===== src/rtl/shake128_xof_ctrl_if.sv =====
// shake128_xof_ctrl_if: command, message, output-stream and core-side signals of shake128_xof_ctrl
interface shake128_xof_ctrl_if #(parameter int LEN_W = 16);
    logic             i_cmd_valid;
    logic             o_cmd_ready;
    logic [LEN_W-1:0] i_cmd_in_words;
    logic [LEN_W-1:0] i_cmd_out_words;
    logic [63:0]      i_msg_data;
    logic             i_msg_valid;
    logic             o_msg_ready;
    logic [63:0]      o_out_data;
    logic             o_out_valid;
    logic             i_out_ready;
    logic             o_out_last;
    logic             o_busy;
    logic             o_done;
    logic             o_err;
    logic             o_core_rst_n;
    logic [63:0]      o_core_data;
    logic             o_core_valid;
    logic             o_core_last;
    logic             i_core_ready;
    logic [63:0]      i_core_data;
    logic             i_core_valid;
    logic             o_core_ack;

    modport slave (
        input  i_cmd_valid, i_cmd_in_words, i_cmd_out_words, i_msg_data, i_msg_valid,
               i_out_ready, i_core_ready, i_core_data, i_core_valid,
        output o_cmd_ready, o_msg_ready, o_out_data, o_out_valid, o_out_last, o_busy,
               o_done, o_err, o_core_rst_n, o_core_data, o_core_valid, o_core_last, o_core_ack
    );

    modport master (
        output i_cmd_valid, i_cmd_in_words, i_cmd_out_words, i_msg_data, i_msg_valid,
               i_out_ready, i_core_ready, i_core_data, i_core_valid,
        input  o_cmd_ready, o_msg_ready, o_out_data, o_out_valid, o_out_last, o_busy,
               o_done, o_err, o_core_rst_n, o_core_data, o_core_valid, o_core_last, o_core_ack
    );
endinterface


===== src/rtl/shake128_xof_ctrl.sv =====
// shake128_xof_ctrl: job sequencer for shake128_top (reset core, absorb message, drain squeeze words).
// Define SHAKE128_CTRL_BYTESWAP_EN to byte-reverse message and output words (test-vector byte order).
module shake128_xof_ctrl #(
    parameter int LEN_W      = 16,
    parameter int RST_CYCLES = 2
) (
    input logic                i_clk,
    input logic                i_rst,
    shake128_xof_ctrl_if.slave bus
);
    localparam int CW = $clog2(RST_CYCLES + 1);

    typedef enum logic [2:0] {IDLE, CORE_RST, ABSORB, WAIT_OUT, DELIVER, ACK, GAP} state_t;

    function automatic logic [63:0] swap(input logic [63:0] x);
        logic [63:0] r;
`ifdef SHAKE128_CTRL_BYTESWAP_EN
        for (int i = 0; i < 8; i++) r[8*i +: 8] = x[56-8*i +: 8];
`else
        r = x;
`endif
        return r;
    endfunction

    state_t           state, next;
    logic [LEN_W-1:0] in_rem, out_rem;
    logic [CW-1:0]    rst_cnt;
    logic [63:0]      out_data;
    logic             out_last, done, err;
    logic             cmd_hs, zero_len, msg_hs, out_hs, rst_done;

    assign cmd_hs   = bus.i_cmd_valid & (state == IDLE);
    assign zero_len = (bus.i_cmd_in_words == '0) | (bus.i_cmd_out_words == '0);
    assign msg_hs   = (state == ABSORB) & bus.i_msg_valid & bus.i_core_ready;
    assign out_hs   = (state == DELIVER) & bus.i_out_ready;
    assign rst_done = rst_cnt == CW'(RST_CYCLES - 1);

    always_ff @(posedge i_clk) begin
        if (i_rst) state <= IDLE;
        else       state <= next;
    end

    always_comb begin
        next = state;
        case (state)
            IDLE:     next = (cmd_hs & ~zero_len) ? CORE_RST : IDLE;
            CORE_RST: next = rst_done ? ABSORB : CORE_RST;
            ABSORB:   next = (msg_hs & (in_rem == LEN_W'(1))) ? WAIT_OUT : ABSORB;
            WAIT_OUT: next = bus.i_core_valid ? DELIVER : WAIT_OUT;
            DELIVER:  next = out_hs ? ((out_rem == LEN_W'(1)) ? IDLE : ACK) : DELIVER;
            ACK:      next = GAP;
            GAP:      next = WAIT_OUT;
            default:  next = IDLE;
        endcase
    end

    always_ff @(posedge i_clk) begin
        if (i_rst) begin
            in_rem   <= '0;
            out_rem  <= '0;
            rst_cnt  <= '0;
            out_data <= '0;
            out_last <= 1'b0;
            done     <= 1'b0;
            err      <= 1'b0;
        end else begin
            done <= out_hs & (out_rem == LEN_W'(1));
            err  <= cmd_hs & zero_len;
            if (cmd_hs) begin
                in_rem  <= bus.i_cmd_in_words;
                out_rem <= bus.i_cmd_out_words;
                rst_cnt <= '0;
            end
            if (state == CORE_RST) rst_cnt <= rst_cnt + 1'b1;
            if (msg_hs) in_rem <= in_rem - 1'b1;
            if ((state == WAIT_OUT) & bus.i_core_valid) begin
                out_data <= swap(bus.i_core_data);
                out_last <= out_rem == LEN_W'(1);
            end
            if (out_hs) begin
                out_rem  <= out_rem - 1'b1;
                out_last <= 1'b0;
            end
        end
    end

    always_comb begin
        bus.o_cmd_ready  = state == IDLE;
        bus.o_busy       = state != IDLE;
        bus.o_msg_ready  = (state == ABSORB) & bus.i_core_ready;
        bus.o_core_data  = swap(bus.i_msg_data);
        bus.o_core_valid = msg_hs;
        bus.o_core_last  = msg_hs & (in_rem == LEN_W'(1));
        bus.o_core_rst_n = ~i_rst & (state != CORE_RST);
        bus.o_out_valid  = state == DELIVER;
        bus.o_out_data   = out_data;
        bus.o_out_last   = out_last;
        bus.o_core_ack   = state == ACK;
        bus.o_done       = done;
        bus.o_err        = err;
    end
endmodule


===== src/flat_wrapper.sv =====
// flat-port wrapper written by rule: the top's interface ports become plain ports
module shake128_xof_ctrl_flat 
#(
    parameter int LEN_W      = 16,
    parameter int RST_CYCLES = 2
)
  (i_clk, i_rst, bus_i_cmd_valid, bus_i_cmd_in_words, bus_i_cmd_out_words, bus_i_msg_data, bus_i_msg_valid, bus_i_out_ready, bus_i_core_ready, bus_i_core_data, bus_i_core_valid, bus_o_cmd_ready, bus_o_msg_ready, bus_o_out_data, bus_o_out_valid, bus_o_out_last, bus_o_busy, bus_o_done, bus_o_err, bus_o_core_rst_n, bus_o_core_data, bus_o_core_valid, bus_o_core_last, bus_o_core_ack);
  shake128_xof_ctrl_if #(.LEN_W(LEN_W)) bus_i ();
  input logic i_clk;
  input logic i_rst;
  input wire logic [$bits(bus_i.i_cmd_valid)-1:0] bus_i_cmd_valid;
  input wire logic [$bits(bus_i.i_cmd_in_words)-1:0] bus_i_cmd_in_words;
  input wire logic [$bits(bus_i.i_cmd_out_words)-1:0] bus_i_cmd_out_words;
  input wire logic [$bits(bus_i.i_msg_data)-1:0] bus_i_msg_data;
  input wire logic [$bits(bus_i.i_msg_valid)-1:0] bus_i_msg_valid;
  input wire logic [$bits(bus_i.i_out_ready)-1:0] bus_i_out_ready;
  input wire logic [$bits(bus_i.i_core_ready)-1:0] bus_i_core_ready;
  input wire logic [$bits(bus_i.i_core_data)-1:0] bus_i_core_data;
  input wire logic [$bits(bus_i.i_core_valid)-1:0] bus_i_core_valid;
  output wire logic [$bits(bus_i.o_cmd_ready)-1:0] bus_o_cmd_ready;
  output wire logic [$bits(bus_i.o_msg_ready)-1:0] bus_o_msg_ready;
  output wire logic [$bits(bus_i.o_out_data)-1:0] bus_o_out_data;
  output wire logic [$bits(bus_i.o_out_valid)-1:0] bus_o_out_valid;
  output wire logic [$bits(bus_i.o_out_last)-1:0] bus_o_out_last;
  output wire logic [$bits(bus_i.o_busy)-1:0] bus_o_busy;
  output wire logic [$bits(bus_i.o_done)-1:0] bus_o_done;
  output wire logic [$bits(bus_i.o_err)-1:0] bus_o_err;
  output wire logic [$bits(bus_i.o_core_rst_n)-1:0] bus_o_core_rst_n;
  output wire logic [$bits(bus_i.o_core_data)-1:0] bus_o_core_data;
  output wire logic [$bits(bus_i.o_core_valid)-1:0] bus_o_core_valid;
  output wire logic [$bits(bus_i.o_core_last)-1:0] bus_o_core_last;
  output wire logic [$bits(bus_i.o_core_ack)-1:0] bus_o_core_ack;
  assign bus_i.i_cmd_valid = bus_i_cmd_valid;
  assign bus_i.i_cmd_in_words = bus_i_cmd_in_words;
  assign bus_i.i_cmd_out_words = bus_i_cmd_out_words;
  assign bus_i.i_msg_data = bus_i_msg_data;
  assign bus_i.i_msg_valid = bus_i_msg_valid;
  assign bus_i.i_out_ready = bus_i_out_ready;
  assign bus_i.i_core_ready = bus_i_core_ready;
  assign bus_i.i_core_data = bus_i_core_data;
  assign bus_i.i_core_valid = bus_i_core_valid;
  assign bus_o_cmd_ready = bus_i.o_cmd_ready;
  assign bus_o_msg_ready = bus_i.o_msg_ready;
  assign bus_o_out_data = bus_i.o_out_data;
  assign bus_o_out_valid = bus_i.o_out_valid;
  assign bus_o_out_last = bus_i.o_out_last;
  assign bus_o_busy = bus_i.o_busy;
  assign bus_o_done = bus_i.o_done;
  assign bus_o_err = bus_i.o_err;
  assign bus_o_core_rst_n = bus_i.o_core_rst_n;
  assign bus_o_core_data = bus_i.o_core_data;
  assign bus_o_core_valid = bus_i.o_core_valid;
  assign bus_o_core_last = bus_i.o_core_last;
  assign bus_o_core_ack = bus_i.o_core_ack;
  shake128_xof_ctrl #(.LEN_W(LEN_W), .RST_CYCLES(RST_CYCLES)) u_core (.i_clk(i_clk), .i_rst(i_rst), .bus(bus_i));
endmodule

===== config.mk =====
export PLATFORM = sky130hd
export DESIGN_NAME = shake128_xof_ctrl_flat
export DESIGN_NICKNAME = d
export VERILOG_FILES = /design/src/rtl/shake128_xof_ctrl_if.sv /design/src/rtl/shake128_xof_ctrl.sv /design/src/flat_wrapper.sv
export SDC_FILE = /design/constraint.sdc
export NUM_CORES = 1
export LEC_CHECK = 0
export ABC_AREA = 1
export BUFFER_PORTS_ARGS = -buffer_cell sky130_fd_sc_hd__buf_2
export CAP_MARGIN = 40
export CORE_MARGIN = 2
export CORE_UTILIZATION = 30
export CTS_BUF_LIST = sky130_fd_sc_hd__clkbuf_2
export CTS_CLUSTER_DIAMETER = 200
export DETAILED_ROUTE_END_ITERATION = 8
export GPL_ROUTABILITY_DRIVEN = 0
export GPL_TIMING_DRIVEN = 1
export REMOVE_ABC_BUFFERS = 1
export SKIP_LAST_GASP = 1
export SYNTH_ARGS = -nofsm -noshare
export SYNTH_HDL_FRONTEND = slang
export SYNTH_SLANG_ARGS = --single-unit

===== constraint.sdc =====
create_clock -name i_clk -period 1.6 [get_ports i_clk]
set_input_delay 0.16 -clock i_clk [delete_from_list [all_inputs] [get_ports i_clk]]
set_output_delay 0.16 -clock i_clk [all_outputs]
set_load 0.005 [all_outputs]

==> key figures <==
Setup path
  • Arr. time, crit path: ~1.7 ns
  • Worst Setup End Kind: output pin
  • Worst-path maximum fanout: 2
  • Kind of critical path: reg -> out
  • R2R depth: 10
  • Startpoint Class: flip-flop
  • Required time of the critical path: 1.44 ns

Power
  • Total power: 5.84 mW
  • P per Cell Area: 715 mW/mm²
  • Max rail drop VDD: 0.432 mV
  • Leakage: 4.05 nW

Floorplanning
  • Chip height: around 140 µm
  • Core Rows: 49
  • Core Region: 0.0179 mm²
  • IO Pins: 306
  • Die area: 0.0192 mm²
  • DIE WIDTH: 139 µm
  • Starting density of the core: 30.4%

Global route
  • Met2 usage: between 30% and 40%
  • Vias in the first global route: 5764
  • GR Overflow Total: 0
  • Busiest layer in global routing: met2
  • GR Util met3: 13.3%
  • First-pass GRT wire length: 33.6 mm
  • Initial antenna violation count: 1
  • M1 GR Usage: 28.4%
  • GRT Total Usage: 22.3%
  • Largest net degree at the start of global routing: 65

Route
  • Initial DRC count: 328
  • Final wirelength: 23.1 mm
  • Post-DR wirelength/cell: 17.7 µm
  • Antenna Nets Post-Route: 0
  • Via count: 6282
  • Vias per cell: 4.81
  • Number of detailed-route iterations in the first pass: 5
  • DRC Markers: 0

Timing
  • PnR worst setup slack: -0.240 ns
  • Max Slew Vio Count: 0
  • Clock Skews: approximately 0.039 ns
  • Final Hold Fails: 0
  • Final setup violation count: 39
  • WHS: 0.176 ns
  • Peak Freq: 543 MHz
  • Worst rel slew slack: between 60% and 70%
  • Tmin final: around 1.8 ns
  • RSZ-0062 raised after global routing: yes
  • Worst slew pin tran: roughly 0.47 ns
  • Final Cycle Share: 115%

Clock network
  • Worst-path clk slew: 0.33 ns
  • CTS buffer count: 9
  • H-Tree Level Count: 3
  • CTS sink count: 104
  • CTS tree: built
  • Worst-case clock buffer depth: 2
  • Root Driver: clkbuf_2
  • Clk_lat worst skew: 0.61 ns

Worst hold path
  • Worst min path class: in -> reg
  • Worst Hold Depth: 8

Logic synthesis
  • Synth top area cells: dfxtp_1, nor2_1, buf_4, nand2_1, o21ai_0
  • Synth Instances: 816
  • Share of the synthesized area in the top cell type: 38.2%
  • Count of cell types in the netlist: 30
  • Post-Synth XOR/XNOR Area: 0.483%
  • Post-synthesis mux area share: 0%
  • EDFF count, synth: 0
  • Top_reg_cell synth: dfxtp_1
  • Synth Register Bits: between 100 and 150
  • Post-synthesis sequential area ratio: 38.2%
  • Cell Area, Synth: roughly 0.0054 mm²
  • Post-Synth Simple-Gate Area: 27.7%
  • Yosys warns: 0
  • Synth Area in Adders: 1.15%
  • FFs w/ async S/R, synth: 0%
  • Largest family of logic cells by synthesized area: simple AND/OR/NAND/NOR gates
  • Avg Inst Size Synth: 6.67 µm²
  • Area leader, netlist: dfxtp_1
  • Synth Area in Compound Gates: 14.2%

Cells and area
  • Post-route cell area: approximately 0.0082 mm²
  • Final core utilization: 45.6%
  • # fillers: 1771
  • Area grow syn2layout: 50.0%
  • Layout cells sized above 1: about a third
  • Final net count: ~1.2k

Placement
  • DP HPWL: 15.2 mm
  • DP Area: 0.00616 mm²
  • PortBufs: 177
  • DP Worst Slack: 0.0839 ns

Status
  • Status: complete, but fails checks
  • Failing checks: setup timing

Flow run
  • Max Cap Viol: 0
-- worst max-delay path, stage by stage, from the launching register on --
cell	delay, ns
dfxtp_2	0.40
nor2_2	0.11
nand3_1	0.14
nor2_2	0.19
nand3_4	0.09
inv_2	0.06
buf_6	0.08
-- cell families (layout without fill, tap and decap cells) --
kind of cell             count (synthesis)  count (layout)
buffers and inverters                  182             441
AND/OR/NAND/NOR                        373             373
XOR/XNOR                                 3               3
AO/OA/AOI/OAI                          149             149
other                                    0               1
adder cells (fa/ha/maj)                  5               5
flip-flops                             104             104
-- metrics by stage --
step	cells	setup TNS [ns]
after floorplan	717	-61.34
after global placement	1146	0
after detailed placement	1146	0
after CTS	1276	-1.64
after global routing	1305	-6.55
final	1305	-2.73
-- sequential cells by signal, indices dropped and copies added (netlist names) --
name                   flops
u_core.bus.o_out_data     64
u_core.in_rem             16
u_core.out_rem            16
u_core.state               3
u_core.rst_cnt             2
u_core.bus.o_done          1
u_core.bus.o_err           1
u_core.bus.o_out_last      1
-- worst paths after layout --
check / start / to / slack, ns
worst min register to register: u_core.rst_cnt[0] / u_core.rst_cnt[0] / 0.48
worst max register to register: u_core.state[1] / u_core.in_rem[2] / -0.13
worst max-delay path: u_core.in_rem[12] / bus_o_core_last / -0.24
worst min-delay path: bus_i_core_ready / u_core.in_rem[9] / 0.18
-- cells in the mapped netlist (2+ instances only) --
| master | n |
|---|---|
| nor2_1 | 194 |
| nand2_1 | 126 |
| dfxtp_1 | 104 |
| o21ai_0 | 91 |
| inv_1 | 77 |
| buf_4 | 73 |
| a21oi_1 | 39 |
| nand3_1 | 37 |
| clkbuf_1 | 15 |
| buf_2 | 7 |
| inv_2 | 6 |
| o21ai_1 | 6 |
| ha_1 | 5 |
| nand4_1 | 5 |
| buf_6 | 4 |
| a31oi_1 | 3 |
| nor3_1 | 3 |
| o211ai_1 | 3 |
| o22ai_1 | 3 |
| xor2_1 | 3 |
| nand3_2 | 2 |
| nor2_4 | 2 |
-- final cells by class --
| cell class | instances | area, µm² | area share, % |
|---|---|---|---|
| Multi-Input combinational cell | 530 | 2710 | 33.2 |
| Timing Repair Buffer | 342 | 2600 | 31.8 |
| Sequential cell | 104 | 2100 | 25.8 |
| Inverter | 83 | 354 | 4.34 |
| Tap cell | 229 | 287 | 3.51 |
| Clock inverter | 6 | 60.1 | 0.736 |
| Clock buffer | 9 | 45.0 | 0.552 |
| Timing Repair inverter | 1 | 5.00 | 0.0613 |
| Antenna cell | 1 | 2.50 | 0.0306 |
-- power by group --
group	switching [mW]	internal, mW	leakage, nW
logic	0.907	0.850	3.13
registers	0.101	2.71	0.849
clock network	1.02	0.251	0.0687
-- what timing repair did --
action	CTS	global route
buffers inserted	14	23
pin swaps	8	30
cloned	0	5
endpoints found under the hold margin	103	0
hold buffers	101	0
setup endpoints to repair	8	92
gates resized for setup	33	142
-- cells in the final DEF, fill, tap and decap left out, types with 5 or more instances in the layout --
master and instances:
o21ai_0 72, a21oi_2 14, buf_4 37, buf_6 21
nand2_1 107, o21ai_2 15, nand3_1 35, inv_2 7
ha_1 5, a21oi_1 25, nand2_4 12, nor2_1 180
inv_1 69, clkbuf_2 9, nor2_2 9, buf_12 5
nand4_1 5, o21ai_1 10, dlygate4sd3_1 101, nand2_2 7
nor2_4 8, dfxtp_1 91, buf_2 173, dfxtp_2 11
-- metal layers --
metal / share of wire, % / up-vias
li1: - / 3027
met1: 43 / 2846
met2: 41 / 367
met3: 14 / 32
met4: 1.4 / 10
met5: 1.1 / -
(Power assumes the default switching activity.)
